[config.mk]
export PLATFORM = sky130hd
export DESIGN_NAME = target_tracker
export DESIGN_NICKNAME = d
export VERILOG_FILES = /design/src/rtl/topgun_pkg.sv /design/src/rtl/seq_divider.sv /design/src/rtl/target_tracker.sv
export SDC_FILE = /design/constraint.sdc
export NUM_CORES = 1
export LEC_CHECK = 0
export ABC_AREA = 1
export BUFFER_PORTS_ARGS = -buffer_cell sky130_fd_sc_hd__buf_2
export CAP_MARGIN = 25
export CORE_MARGIN = 2
export CORE_UTILIZATION = 44
export DETAILED_ROUTE_END_ITERATION = 7
export PLACE_DENSITY = 0.71
export SLEW_MARGIN = 40
export SYNTH_ARGS = -nofsm -noshare
export SYNTH_HDL_FRONTEND = slang
export SYNTH_SLANG_ARGS = --single-unit
[constraint.sdc]
create_clock -name clk -period 3.4 [get_ports clk]
set_input_delay 0.51 -clock clk [delete_from_list [all_inputs] [get_ports clk]]
set_output_delay 0.51 -clock clk [all_outputs]
set_load 0.03 [all_outputs]
[src/rtl/topgun_pkg.sv]
// Shared constants and state encodings for the HUD target tracker.
package topgun_pkg;

    localparam int QQVGA_W = 160;
    localparam int QQVGA_H = 120;
    localparam int SUM_W   = 22;
    localparam int CNT_W   = 15;

    typedef enum logic [2:0] {
        IDLE,
        ACCUM,
        SNAP,
        DIV_X,
        DIV_Y,
        UPDATE
    } frame_state_t;

    typedef enum logic [1:0] {
        SEARCH,
        ACQUIRE,
        LOCKED,
        COAST
    } lock_state_t;

endpackage

[src/rtl/seq_divider.sv]
// Restoring unsigned divider, one quotient bit per cycle; the first bit is
// resolved on the start edge so done pulses N_W cycles after start.
module seq_divider #(
    parameter int N_W = 22,
    parameter int D_W = 15
) (
    input  logic           clk,
    input  logic           reset_n,
    input  logic           start,
    input  logic [N_W-1:0] numer,
    input  logic [D_W-1:0] denom,
    output logic [N_W-1:0] quotient,
    output logic           done
);

    localparam int CNT_BITS = $clog2(N_W + 1);

    logic [D_W-1:0]      rem_reg;
    logic [N_W-1:0]      quo_reg;
    logic [D_W-1:0]      den_reg;
    logic [CNT_BITS-1:0] cnt_reg;
    logic                active_reg;
    logic                done_reg;

    logic [D_W-1:0] cur_rem;
    logic [N_W-1:0] cur_quo;
    logic [D_W-1:0] cur_den;
    logic [D_W:0]   trial;
    logic [D_W:0]   diff;
    logic           fits;
    logic [D_W-1:0] rem_step;
    logic [N_W-1:0] quo_step;

    // quo_reg shifts numerator bits out of the top while quotient bits enter at the bottom
    always_comb begin
        cur_rem  = start ? '0 : rem_reg;
        cur_quo  = start ? numer : quo_reg;
        cur_den  = start ? denom : den_reg;
        trial    = {cur_rem, cur_quo[N_W-1]};
        diff     = trial - {1'b0, cur_den};
        fits     = (trial >= {1'b0, cur_den});
        rem_step = fits ? diff[D_W-1:0] : trial[D_W-1:0];
        quo_step = {cur_quo[N_W-2:0], fits};
    end

    always_ff @(posedge clk or negedge reset_n) begin
        if (!reset_n) begin
            rem_reg    <= '0;
            quo_reg    <= '0;
            den_reg    <= '0;
            cnt_reg    <= '0;
            active_reg <= 1'b0;
            done_reg   <= 1'b0;
        end else begin
            done_reg <= 1'b0;
            if (start) begin
                rem_reg    <= rem_step;
                quo_reg    <= quo_step;
                den_reg    <= denom;
                cnt_reg    <= CNT_BITS'(N_W - 1);
                active_reg <= 1'b1;
            end else if (active_reg) begin
                rem_reg <= rem_step;
                quo_reg <= quo_step;
                cnt_reg <= cnt_reg - CNT_BITS'(1);
                if (cnt_reg == CNT_BITS'(1)) begin
                    active_reg <= 1'b0;
                    done_reg   <= 1'b1;
                end
            end
        end
    end

    assign quotient = quo_reg;
    assign done     = done_reg;

endmodule

[src/rtl/target_tracker.sv]
// Per-frame motion blob accumulator with centroid divide and lock-on state
// machine; all published results change together in the UPDATE cycle.
module target_tracker
    import topgun_pkg::*;
#(
    parameter int MIN_PIXELS  = 16,
    parameter int LOCK_FRAMES = 3,
    parameter int LOST_FRAMES = 4
) (
    input  logic       clk,
    input  logic       reset_n,
    input  logic       frame_start,
    input  logic       frame_end,
    input  logic       pix_valid,
    input  logic [7:0] pix_x,
    input  logic [6:0] pix_y,
    input  logic       motion_mask,
    output logic [7:0] target_x,
    output logic [6:0] target_y,
    output logic       target_valid,
    output logic [7:0] box_x_min,
    output logic [7:0] box_x_max,
    output logic [6:0] box_y_min,
    output logic [6:0] box_y_max,
    output logic       box_valid,
    output logic       busy
);

    localparam int HIT_W  = $clog2(LOCK_FRAMES + 1);
    localparam int MISS_W = $clog2(LOST_FRAMES + 1);

    frame_state_t state_reg;
    lock_state_t  lock_reg, lock_next;
    logic [HIT_W-1:0]  hits_reg, hits_next;
    logic [MISS_W-1:0] misses_reg, misses_next;

    logic [CNT_W-1:0] cnt_reg, cnt_next;
    logic [SUM_W-1:0] sum_x_reg, sum_x_next;
    logic [SUM_W-1:0] sum_y_reg, sum_y_next;
    logic [7:0]       x_min_reg, x_min_next, x_max_reg, x_max_next;
    logic [6:0]       y_min_reg, y_min_next, y_max_reg, y_max_next;
    logic             frame_open_reg;

    logic [CNT_W-1:0] snap_cnt_reg;
    logic [SUM_W-1:0] snap_sum_x_reg, snap_sum_y_reg;
    logic [7:0]       snap_x_min_reg, snap_x_max_reg;
    logic [6:0]       snap_y_min_reg, snap_y_max_reg;
    logic             snap_det_reg;
    logic [7:0]       qx_reg;

    logic             pix_ok;
    logic             end_accept;
    logic             div_start;
    logic [SUM_W-1:0] div_numer;
    logic [SUM_W-1:0] div_quotient;
    logic             div_done;
    logic             unused_quo_hi;

    assign pix_ok     = pix_valid && motion_mask && (pix_x < 8'(QQVGA_W)) && (pix_y < 7'(QQVGA_H));
    assign end_accept = (state_reg == ACCUM) && frame_end;

    // A pixel sharing the frame_start slot lands in the freshly cleared accumulators
    always_comb begin
        cnt_next   = cnt_reg;
        sum_x_next = sum_x_reg;
        sum_y_next = sum_y_reg;
        x_min_next = x_min_reg;
        x_max_next = x_max_reg;
        y_min_next = y_min_reg;
        y_max_next = y_max_reg;
        if (frame_start) begin
            cnt_next   = '0;
            sum_x_next = '0;
            sum_y_next = '0;
            x_min_next = '1;
            x_max_next = '0;
            y_min_next = '1;
            y_max_next = '0;
        end
        if ((frame_start || frame_open_reg) && pix_ok) begin
            cnt_next   = cnt_next + CNT_W'(1);
            sum_x_next = sum_x_next + SUM_W'(pix_x);
            sum_y_next = sum_y_next + SUM_W'(pix_y);
            if (pix_x < x_min_next) x_min_next = pix_x;
            if (pix_x > x_max_next) x_max_next = pix_x;
            if (pix_y < y_min_next) y_min_next = pix_y;
            if (pix_y > y_max_next) y_max_next = pix_y;
        end
    end

    always_ff @(posedge clk or negedge reset_n) begin
        if (!reset_n) begin
            cnt_reg        <= '0;
            sum_x_reg      <= '0;
            sum_y_reg      <= '0;
            x_min_reg      <= '0;
            x_max_reg      <= '0;
            y_min_reg      <= '0;
            y_max_reg      <= '0;
            frame_open_reg <= 1'b0;
        end else begin
            cnt_reg   <= cnt_next;
            sum_x_reg <= sum_x_next;
            sum_y_reg <= sum_y_next;
            x_min_reg <= x_min_next;
            x_max_reg <= x_max_next;
            y_min_reg <= y_min_next;
            y_max_reg <= y_max_next;
            if (frame_start)
                frame_open_reg <= 1'b1;
            else if (end_accept)
                frame_open_reg <= 1'b0;
        end
    end

    always_comb begin
        lock_next   = lock_reg;
        hits_next   = hits_reg;
        misses_next = misses_reg;
        case (lock_reg)
            SEARCH: begin
                if (snap_det_reg) begin
                    lock_next = ACQUIRE;
                    hits_next = HIT_W'(1);
                end
            end
            ACQUIRE: begin
                if (!snap_det_reg)
                    lock_next = SEARCH;
                else if (int'(hits_reg) + 1 >= LOCK_FRAMES)
                    lock_next = LOCKED;
                else
                    hits_next = hits_reg + HIT_W'(1);
            end
            LOCKED: begin
                if (!snap_det_reg) begin
                    lock_next   = COAST;
                    misses_next = MISS_W'(1);
                end
            end
            COAST: begin
                if (snap_det_reg)
                    lock_next = LOCKED;
                else if (int'(misses_reg) + 1 >= LOST_FRAMES)
                    lock_next = SEARCH;
                else
                    misses_next = misses_reg + MISS_W'(1);
            end
            default: lock_next = SEARCH;
        endcase
    end

    assign div_start = ((state_reg == SNAP) && snap_det_reg) || ((state_reg == DIV_X) && div_done);
    assign div_numer = (state_reg == SNAP) ? snap_sum_x_reg : snap_sum_y_reg;

    seq_divider #(
        .N_W(SUM_W),
        .D_W(CNT_W)
    ) u_div (
        .clk      (clk),
        .reset_n  (reset_n),
        .start    (div_start),
        .numer    (div_numer),
        .denom    (snap_cnt_reg),
        .quotient (div_quotient),
        .done     (div_done)
    );

    assign unused_quo_hi = ^div_quotient[SUM_W-1:8];

    always_ff @(posedge clk or negedge reset_n) begin
        if (!reset_n) begin
            state_reg      <= IDLE;
            lock_reg       <= SEARCH;
            hits_reg       <= '0;
            misses_reg     <= '0;
            snap_cnt_reg   <= '0;
            snap_sum_x_reg <= '0;
            snap_sum_y_reg <= '0;
            snap_x_min_reg <= '0;
            snap_x_max_reg <= '0;
            snap_y_min_reg <= '0;
            snap_y_max_reg <= '0;
            snap_det_reg   <= 1'b0;
            qx_reg         <= '0;
            target_x       <= '0;
            target_y       <= '0;
            target_valid   <= 1'b0;
            box_x_min      <= '0;
            box_x_max      <= '0;
            box_y_min      <= '0;
            box_y_max      <= '0;
            box_valid      <= 1'b0;
            busy           <= 1'b0;
        end else begin
            case (state_reg)
                IDLE: begin
                    if (frame_start) state_reg <= ACCUM;
                end
                ACCUM: begin
                    if (frame_end) begin
                        snap_cnt_reg   <= cnt_next;
                        snap_sum_x_reg <= sum_x_next;
                        snap_sum_y_reg <= sum_y_next;
                        snap_x_min_reg <= x_min_next;
                        snap_x_max_reg <= x_max_next;
                        snap_y_min_reg <= y_min_next;
                        snap_y_max_reg <= y_max_next;
                        snap_det_reg   <= (cnt_next >= CNT_W'(MIN_PIXELS));
                        busy           <= 1'b1;
                        state_reg      <= SNAP;
                    end
                end
                SNAP: begin
                    state_reg <= snap_det_reg ? DIV_X : UPDATE;
                end
                DIV_X: begin
                    if (div_done) begin
                        qx_reg    <= div_quotient[7:0];
                        state_reg <= DIV_Y;
                    end
                end
                DIV_Y: begin
                    if (div_done) state_reg <= UPDATE;
                end
                UPDATE: begin
                    if (snap_det_reg) begin
                        target_x  <= qx_reg;
                        target_y  <= div_quotient[6:0];
                        box_x_min <= snap_x_min_reg;
                        box_x_max <= snap_x_max_reg;
                        box_y_min <= snap_y_min_reg;
                        box_y_max <= snap_y_max_reg;
                    end
                    box_valid    <= snap_det_reg;
                    lock_reg     <= lock_next;
                    hits_reg     <= hits_next;
                    misses_reg   <= misses_next;
                    target_valid <= (lock_next == LOCKED) || (lock_next == COAST);
                    busy         <= 1'b0;
                    // a frame opened while busy resumes straight into accumulation
                    state_reg    <= (frame_open_reg || frame_start) ? ACCUM : IDLE;
                end
                default: state_reg <= IDLE;
            endcase
        end
    end

endmodule

==> impl_metrics.json, run 1 <==
{
  "wire_per_inst_um": 14.8,
  "io_buffers": 68,
  "ant_nets": 0,
  "initial_core_util": 0.448,
  "routed_wl_mm": 36.9,
  "multiInputGateArea_mm2": 0.00663,
  "power_frac_clock": 0.257,
  "via_count": 12800,
  "fp.coreArea_mm2": 0.0346,
  "peakVddDrop_mv": 0.502,
  "synth-edff-count": 0,
  "grt_antenna_before_repair": 1,
  "timing.slew.headroom": 0.579,
  "seqPwrFrac": 0.333,
  "h-tree-depth": 2,
  "cap_violations": 0,
  "cts.sinks": 305,
  "postCtsSetupBuffers": 0,
  "critPathKind": "reg2reg",
  "start_kind": "flop",
  "hp-class": "in2reg",
  "rsz0062_at_grt": "false",
  "dr.pass1.iters": 5,
  "finish.instance_area_mm2": 0.0177,
  "hold_viol": 0,
  "finalMaxSlewViolations": 0,
  "clock_latency_ns": 0.52,
  "holdWs_ns": 0.354,
  "final.setup.tns_ns": 0,
  "yosysSeqAreaShare": 0.492,
  "grt_max_degree": 127,
  "tightest_slew_ns": 0.632,
  "final.setup.worst_slack_ns": 0.317,
  "cts_tree": "built",
  "yosys-top-cells-area": "dfrtp_1 (49%), nand2_1 (15%), inv_1 (6.0%)",
  "endpoint_kind": "flop",
  "cts_buffer_depth": 3,
  "dp_hpwl_mm": 26.1,
  "num-nets-final": 2101,
  "required_ns": 3.81,
  "status": "finished clean",
  "root_buffer": "clkbuf_16",
  "syn_inst": 1943,
  "fin_total_pwr_mw": 15.4,
  "ys_ff_latch": 305,
  "power.share.combinational": 0.411,
  "fillers": 3224,
  "grt_pass1_wl_mm": 61.4,
  "cts_buffers": 35,
  "grt_use_total": 0.205,
  "syn-num-nets": 2030,
  "power.switching_mw": 6.27,
  "placed_cell_area_mm2": 0.0164,
  "max_freq_mhz": 324,
  "drc": 0,
  "avgSynthCellArea_um2": 7.98,
  "drtIter0Drc": 912,
  "yosysMostFrequentCell": "nand2_1",
  "power.density_mw_per_mm2": 871,
  "overflow": 0,
  "io_pins": 69,
  "die_height_um": 192,
  "sw_frac_of_total": 0.406,
  "clock_skew_ns": 0.0302,
  "grt_pass1_vias": 12500,
  "internal_power_mw": 9.17,
  "rows": 68,
  "fin_util": 0.512,
  "regArea_mm2": 0.00763,
  "fin_cells": 2497,
  "dieArea_mm2": 0.0368,
  "async_flop_share": 1.00,
  "leakage_nw": 8.94,
  "yosys-top-cells-count": "nand2_1 (600), dfrtp_1 (305), inv_1 (248)",
  "setup_viol": 0,
  "arrival_ns": 3.50,
  "synth_top_cell_area_share": 0.492,
  "layout-drive-gt1-share": 0.0975,
  "globalplace.congestion": 0.929,
  "via_per_inst": 5.13,
  "die_w_um": 192,
  "preCtsSetupSlack_ns": 0.229,
  "crit_fanout": 16,
  "synth_cell_types": 42,
  "syn-cell-area_mm2": 0.0155,
  "dp_cells": 2429,
  "layout_min_cycle_time_ns": 3.08,
  "rrSetupSlack_ns": 0.32,
  "yosys.area.top_type": "dfrtp_1",
  "syn_to_final_growth_pct": 14.4,
  "period_share": 0.907,
  "ys.flop_type": "dfrtp_1",
  "clk_pin_slew_ns": 0.06,
  "yosysWarnings": 0
}
[final timing paths]
path / startpoint / endpoint / cells past startpoint
max: state_reg[0] / u_div.rem_reg[14] / 18
min: pix_x[2] / x_max_reg[2] / 3
max reg2reg: state_reg[0] / u_div.rem_reg[14] / 18
min reg2reg: box_y_min[3] / box_y_min[3] / 2
max in group asynchronous: reset_n / target_x[3] / 4
min in group asynchronous: reset_n / x_max_reg[3] / 2
[cell type report]
type	instances	area share
flip-flops and latches	305	0.430
multi-input cells	1311	0.374
clock buffers	50	0.0588
inverters	253	0.0537
repair buffers	108	0.0400
well taps	455	0.0321
clock inverters	14	0.0111
diodes	1	0.000141
[placed cells by master, fill, tap and decap left out, types with 4 or more instances in the layout]
cell	synthesis	layout
or2_2	9	9
ha_1	63	63
nand3_1	90	90
o21ai_0	157	156
dfrtp_1	305	305
nor2_1	154	153
o211ai_1	13	13
clkbuf_1	51	5
o221ai_1	16	16
buf_4	3	32
clkinv_2	0	4
xor2_1	33	33
nor4_1	6	6
clkbuf_8	0	9
o311ai_0	6	6
nand2_2	7	6
nand2_1	600	600
bufinv_16	0	4
nand4_1	18	18
a31oi_1	13	13
inv_2	3	4
buf_2	13	69
xnor2_1	21	21
a21oi_1	58	58
clkbuf_16	0	36
inv_1	248	247
nor3_1	20	19
[worst max-delay path, stage by stage (launching register included)]
cell,delay (ns)
dfrtp_1,0.45
inv_1,0.13
nand4_2,0.20
nand2_4,0.17
inv_2,0.08
o21ai_1,0.25
ha_1,0.21
inv_1,0.06
fa_1,0.44
nand4_1,0.14
nand2_2,0.09
nand2_2,0.09
nand3_2,0.08
nand2_4,0.17
nand2_4,0.16
nand2_1,0.11
nand2_1,0.05
nand2_1,0.05
nand2_1,0.04
[per-layer routing]
layer	up-vias	share of wire	GRT usage
met5	-	0	0
met2	306	0.46	0.335
li1	6319	-	-
met1	6109	0.46	0.278
met4	0	0.028	0.0698
met3	77	0.049	0.0311
[power groups by stage]
stage / sequential, mW / combinational, mW / clock [mW]
2_1_floorplan: 5.56 / 4.22 / 0
3_3_place_gp: 5.15 / 6.13 / 0
3_5_place_dp: 5.19 / 6.27 / 0
4_1_cts: 5.13 / 6.30 / 4.04
5_1_grt: 5.25 / 7.19 / 4.19
6_report: 5.14 / 6.34 / 3.97
[kinds of logic after synthesis]
| kind of cell | synth area share |
|---|---|
| and+or+nand+nor | 0.243 |
| buffers and inverters | 0.0814 |
| DFF | 0.492 |
| AOI/OAI and AO/OA | 0.0976 |
| adders and majority gates | 0.0547 |
| xor gates and xnor gates | 0.0305 |
| muxes | 0.000645 |
[what timing repair did]
item | in CTS | in global routing
hold buffers | 0 | 1
hold endpoints to repair | 0 | 34
gates resized for setup | 0 | 4
setup endpoints to repair | 0 | 11
Note: power is estimated with default switching activity, not from simulation.
==> run 2: changes to the inputs <==
--- a/config.mk
+++ b/config.mk
@@ -11,7 +11,7 @@
 export CORE_MARGIN = 2
 export CORE_UTILIZATION = 44
 export DETAILED_ROUTE_END_ITERATION = 7
-export PLACE_DENSITY = 0.71
+export PLACE_DENSITY = 0.68
 export SLEW_MARGIN = 40
 export SYNTH_ARGS = -nofsm -noshare
 export SYNTH_HDL_FRONTEND = slang
==> constraint.sdc (replaced) <==
create_clock -name clk -period 3.05 [get_ports clk]
set_input_delay 0.4575 -clock clk [delete_from_list [all_inputs] [get_ports clk]]
set_output_delay 0.4575 -clock clk [all_outputs]
set_load 0.03 [all_outputs]
==> impl_metrics.json, run 2 (synthesis gave the netlist of run 1 again) <==
{
  "io_pins": 69,
  "seqPwrFrac": 0.332,
  "cp_slowest_cell": "dfrtp_2",
  "finish.instance_area_mm2": 0.0179,
  "fillers": 3199,
  "crit_chain": "inv_1 -> nand4_2 -> nand2_4 -> inv_2 -> or2_2 -> o21ai_0 -> ha_1 -> buf_4 -> nand2_1 -> o21ai_0 -> a21oi_1 -> nand2_1 -> xor2_2 -> nand2_1 -> nand3_1 -> nand2_1",
  "n_antenna_cell": 0,
  "critPathKind": "reg2reg",
  "crit_fanout": 11,
  "cts.sinks": 305,
  "io_buffers": 68,
  "cts_buffer_depth": 3,
  "tightest_slew_ns": 0.713,
  "fp.coreArea_mm2": 0.0346,
  "fin_total_pwr_mw": 17.3,
  "rows": 68,
  "layout_commonest_cell": "nand2_1",
  "timing.slew.headroom": 0.525,
  "via_count": 12800,
  "layout_common_cells": "nand2_1 (599), dfrtp_1 (303), inv_1 (247)",
  "arrival_ns": 3.28,
  "power.density_mw_per_mm2": 971,
  "placed_cell_area_mm2": 0.0166,
  "clock_skew_ns": 0.0257,
  "num-nets-final": 2116,
  "dieArea_mm2": 0.0368,
  "endpoint_kind": "flop",
  "start_kind": "flop",
  "power_frac_clock": 0.232,
  "dr.pass1.iters": 5,
  "grt_pass1_wl_mm": 62.3,
  "clock_latency_ns": 0.52,
  "cap_violations": 0,
  "initial_core_util": 0.448,
  "globalplace.congestion": 0.984,
  "layout-drive-gt1-share": 0.106,
  "routed_wl_mm": 37.1,
  "grt_max_degree": 127,
  "clk_pin_slew_ns": 0.06,
  "cts_buffers": 35,
  "finalMaxSlewViolations": 0,
  "grt_use_total": 0.207,
  "ant_nets": 0,
  "internal_power_mw": 10.2,
  "drtIter0Drc": 905,
  "crit_path_frequent_cell": "nand2_1",
  "fin_util": 0.516,
  "grt_pass1_vias": 12600,
  "max_freq_mhz": 348,
  "overflow": 0,
  "hp-class": "in2reg",
  "max_stage_delay_ns": 0.45,
  "rsz0062_at_grt": "true",
  "status": "finished clean",
  "drc": 0,
  "syn_to_final_growth_pct": 15.1,
  "via_per_inst": 5.09,
  "sw_frac_of_total": 0.415,
  "die_height_um": 192,
  "peakVddDrop_mv": 0.528,
  "root_buffer": "clkbuf_16",
  "power.switching_mw": 7.19,
  "period_share": 0.942,
  "h-tree-depth": 2,
  "grt_antenna_before_repair": 0,
  "setup_viol": 0,
  "hold_viol": 0,
  "leakage_nw": 8.98,
  "die_w_um": 192,
  "power.share.combinational": 0.435,
  "dp_hpwl_mm": 26.0,
  "wire_per_inst_um": 14.8,
  "cts_tree": "built",
  "required_ns": 3.46,
  "layout_min_cycle_time_ns": 2.87
}
-- run 2: critical path, delay by kind of cell, from the launching register on --
| kind | cells | cell delay (ns) |
|---|---|---|
| flops | 1 | 0.45 |
| compound gates | 3 | 0.46 |
| buf+inv | 3 | 0.38 |
| simple gates | 8 | 0.97 |
| xor+xnor | 1 | 0.17 |
| fa+ha+maj | 1 | 0.35 |
-- run 2: per-stage QoR --
stage	std cells	TNS (ns)	hold slack [ns]	worst slack [ns]
after floorplan	1943	0	0.162	0.00953
after global placement	2441	0	0.449	0.135
after detailed placement	2442	0	0.453	0.0168
after CTS	2506	0	0.291	0.0568
after global routing	2510	-0.290	0.305	-0.0407
final	2510	0	0.312	0.176
-- run 2: worst paths after layout --
kind	from	end	slack (ns)	cells past startpoint
setup / recovery	state_reg[0]	u_div.rem_reg[13]	0.18	16
hold reg to reg	box_y_min[2]	box_y_min[2]	0.46	2
min in group asynchronous	reset_n	box_x_max[1]	0.51	2
hold / removal	pix_x[3]	x_max_reg[3]	0.31	3
max in group asynchronous	reset_n	u_div.quotient[17]	1.63	4
setup reg to reg	state_reg[0]	u_div.rem_reg[13]	0.18	16
-- run 2: timing repair --
action | 4_1_cts | 5_1_grt
endpoints found under the setup margin | 0 | 16
gates resized for setup | 0 | 25
hold buffers | 1 | 0
hold endpoints to repair | 74 | 0
buffers inserted | 0 | 4
-- run 2: power by group through the flow --
stage          Sequential [mW]  Clock [mW]  Combinational [mW]
3_3_place_gp              5.78           0                7.09
3_5_place_dp              5.80           0                7.20
4_1_cts                   5.75        4.13                7.24
2_1_floorplan             6.19           0                4.71
6_report                  5.76        4.03                7.55
5_1_grt                   5.89        4.30                8.50
-- run 2: layout make-up --
type / instances / area [um2] / area share
Sequential cell: 305 / 7630 / 0.428
Timing Repair Buffer: 123 / 898 / 0.0503
Multi-Input combinational cell: 1311 / 6690 / 0.374
Clock buffer: 58 / 1070 / 0.0601
Inverter: 253 / 950 / 0.0532
Clock inverter: 5 / 42.5 / 0.00238
Tap cell: 455 / 569 / 0.0319
-- run 2: metal layers --
metal,track usage,vias to the layer above,share of wire
met5,0,-,0
met4,0.0636,0,0.028
li1,-,6350,-
met3,0.0274,83,0.039
met2,0.348,299,0.47
met1,0.279,6046,0.46
==> run 3: changes to the inputs <==
--- a/config.mk
+++ b/config.mk
@@ -12,6 +12,7 @@
 export CORE_UTILIZATION = 44
 export DETAILED_ROUTE_END_ITERATION = 7
 export PLACE_DENSITY = 0.68
+export REMOVE_ABC_BUFFERS = 1
 export SLEW_MARGIN = 40
 export SYNTH_ARGS = -nofsm -noshare
 export SYNTH_HDL_FRONTEND = slang
==> constraint.sdc (replaced) <==
create_clock -name clk -period 3.05 [get_ports clk]
set_input_delay 0.61 -clock clk [delete_from_list [all_inputs] [get_ports clk]]
set_output_delay 0.61 -clock clk [all_outputs]
set_load 0.03 [all_outputs]
==> impl_metrics.json, run 3 (synthesis gave the netlist of run 1 again) <==
{
  "status": "finished clean",
  "dieArea_mm2": 0.0368,
  "num-nets-final": 2137,
  "peakVddDrop_mv": 0.553,
  "ant_nets": 0,
  "timing.slew.headroom": 0.502,
  "drc": 0,
  "placed_cell_area_mm2": 0.0168,
  "layout_commonest_cell": "nand2_1",
  "clk_pin_slew_ns": 0.06,
  "io_pins": 69,
  "fp.coreArea_mm2": 0.0346,
  "tightest_slew_ns": 0.747,
  "crit_buf_inv": 5,
  "max_freq_mhz": 355,
  "hold_viol": 0,
  "finalMaxSlewViolations": 0,
  "reg2reg_depth": 20,
  "layout-drive-gt1-share": 0.117,
  "die_height_um": 192,
  "layout_common_cells": "nand2_1 (600), dfrtp_1 (304), inv_1 (246)",
  "final.setup.tns_ns": 0,
  "max_stage_delay_ns": 0.43,
  "h-tree-depth": 2,
  "path_delay_family": "simple AND/OR/NAND/NOR gates",
  "crit_fanout": 18,
  "via_per_inst": 5.07,
  "grt_max_degree": 127,
  "grt_pass1_wl_mm": 62.4,
  "finish.instance_area_mm2": 0.0181,
  "cts_buffer_depth": 3,
  "cp_slowest_cell": "dfrtp_1",
  "overflow": 0,
  "leakage_nw": 9.13,
  "arrival_ns": 3.22,
  "dp_hpwl_mm": 25.8,
  "cts.sinks": 305,
  "grt_use_total": 0.208,
  "hold_buffers": 0,
  "grt_pass1_vias": 12800,
  "grt_antenna_before_repair": 0,
  "clock_latency_ns": 0.53,
  "initial_core_util": 0.448,
  "fillers": 3240,
  "dr.pass1.iters": 6,
  "crit-reg2reg-launch": "state_reg[0]",
  "rrSetupSlack_ns": 0.23,
  "cts_tree": "built",
  "hp-class": "in2async",
  "cts_buffers": 34,
  "globalplace.congestion": 0.903,
  "n_antenna_cell": 0,
  "root_buffer": "clkbuf_16",
  "power.density_mw_per_mm2": 973,
  "rows": 68,
  "drtIter0Drc": 743,
  "required_ns": 3.45,
  "crit_path_frequent_cell": "nand2_1",
  "crit_chain": "inv_2 -> nand4_2 -> nand2_4 -> inv_2 -> buf_12 -> o21ai_2 -> ha_1 -> inv_1 -> fa_1 -> nand4_1 -> nand2_2 -> nand2_2 -> nand3_2 -> nand2_4 -> nand2_4 -> buf_4 -> nand2_1 -> nand2_1 -> nand2_1 -> nand2_1",
  "setup_viol": 0,
  "cap_violations": 0,
  "routed_wl_mm": 36.9,
  "die_w_um": 192,
  "syn_to_final_growth_pct": 16.5,
  "critPathKind": "reg2reg",
  "via_count": 12800,
  "endpoint_kind": "flop",
  "period_share": 0.924,
  "start_kind": "flop",
  "wire_per_inst_um": 14.6,
  "layout_min_cycle_time_ns": 2.82,
  "io_buffers": 68,
  "r2r-end": "u_div.rem_reg[4]",
  "fin_util": 0.522,
  "clock_skew_ns": 0.0289
}
-- run 3: how the worst max path moves through the flow --
stage / from / end / slack [ns] / cells past startpoint
finish: state_reg[0] / u_div.rem_reg[4] / 0.23 / 20
global route: state_reg[0] / u_div.rem_reg[10] / -0.02 / 20
CTS: state_reg[0] / u_div.rem_reg[4] / 0.02 / 20
detailed placement: frame_start / snap_sum_y_reg[18] / -0.12 / 12
global placement: frame_start / snap_sum_y_reg[18] / -0.03 / 12
floorplan: state_reg[0] / snap_det_reg / -3.21 / 9
-- run 3: cell type report --
cell class              count  area (um2)  area share
multi-input cells        1311        6660       0.369
clock buffers              48         983      0.0544
flip-flops and latches    305        7630       0.423
repair buffers            145        1060      0.0588
well taps                 455         569      0.0315
inverters                 253         952      0.0527
clock inverters            14         203      0.0112
-- run 3: power breakdown --
| part | internal [mW] | total [mW] | switching, mW |
|---|---|---|---|
| combinational | 2.65 | 7.54 | 4.89 |
| clock | 2.55 | 4.26 | 1.71 |
| sequential | 5.17 | 5.77 | 0.598 |
-- run 3: per-stage QoR --
stage          hold WS (ns)  std cells  power, mW  setup slack, ns
2_1_floorplan         0.314       1869       10.7            -3.21
3_3_place_gp          0.448       2465       13.0          -0.0287
3_5_place_dp          0.454       2465       13.2           -0.117
4_1_cts              0.0438       2527       17.5           0.0163
5_1_grt              0.0656       2531       19.0          -0.0150
6_report             0.0235       2531       17.6            0.231
-- run 3: metal layers --
layer  up-vias  track usage  part of all wire
met2       274        0.335              0.46
met1      6110        0.289              0.47
met4         0       0.0675             0.027
li1       6379            -                 -
met5         -            0                 0
met3        75       0.0285             0.042
-- run 3: what timing repair did --
action / CTS / global route
setup endpoints to repair: 0 / 16
gates resized for setup: 0 / 20
setup buffers: 0 / 3
-- run 3: worst reg2reg max path: cells and delay by family, from the launching register on --
| kind | cells | cell delay [ns] |
|---|---|---|
| simple gates | 12 | 1.02 |
| fa+ha+maj | 2 | 0.55 |
| buf+inv | 5 | 0.51 |
| flops | 1 | 0.43 |
| compound gates | 1 | 0.15 |
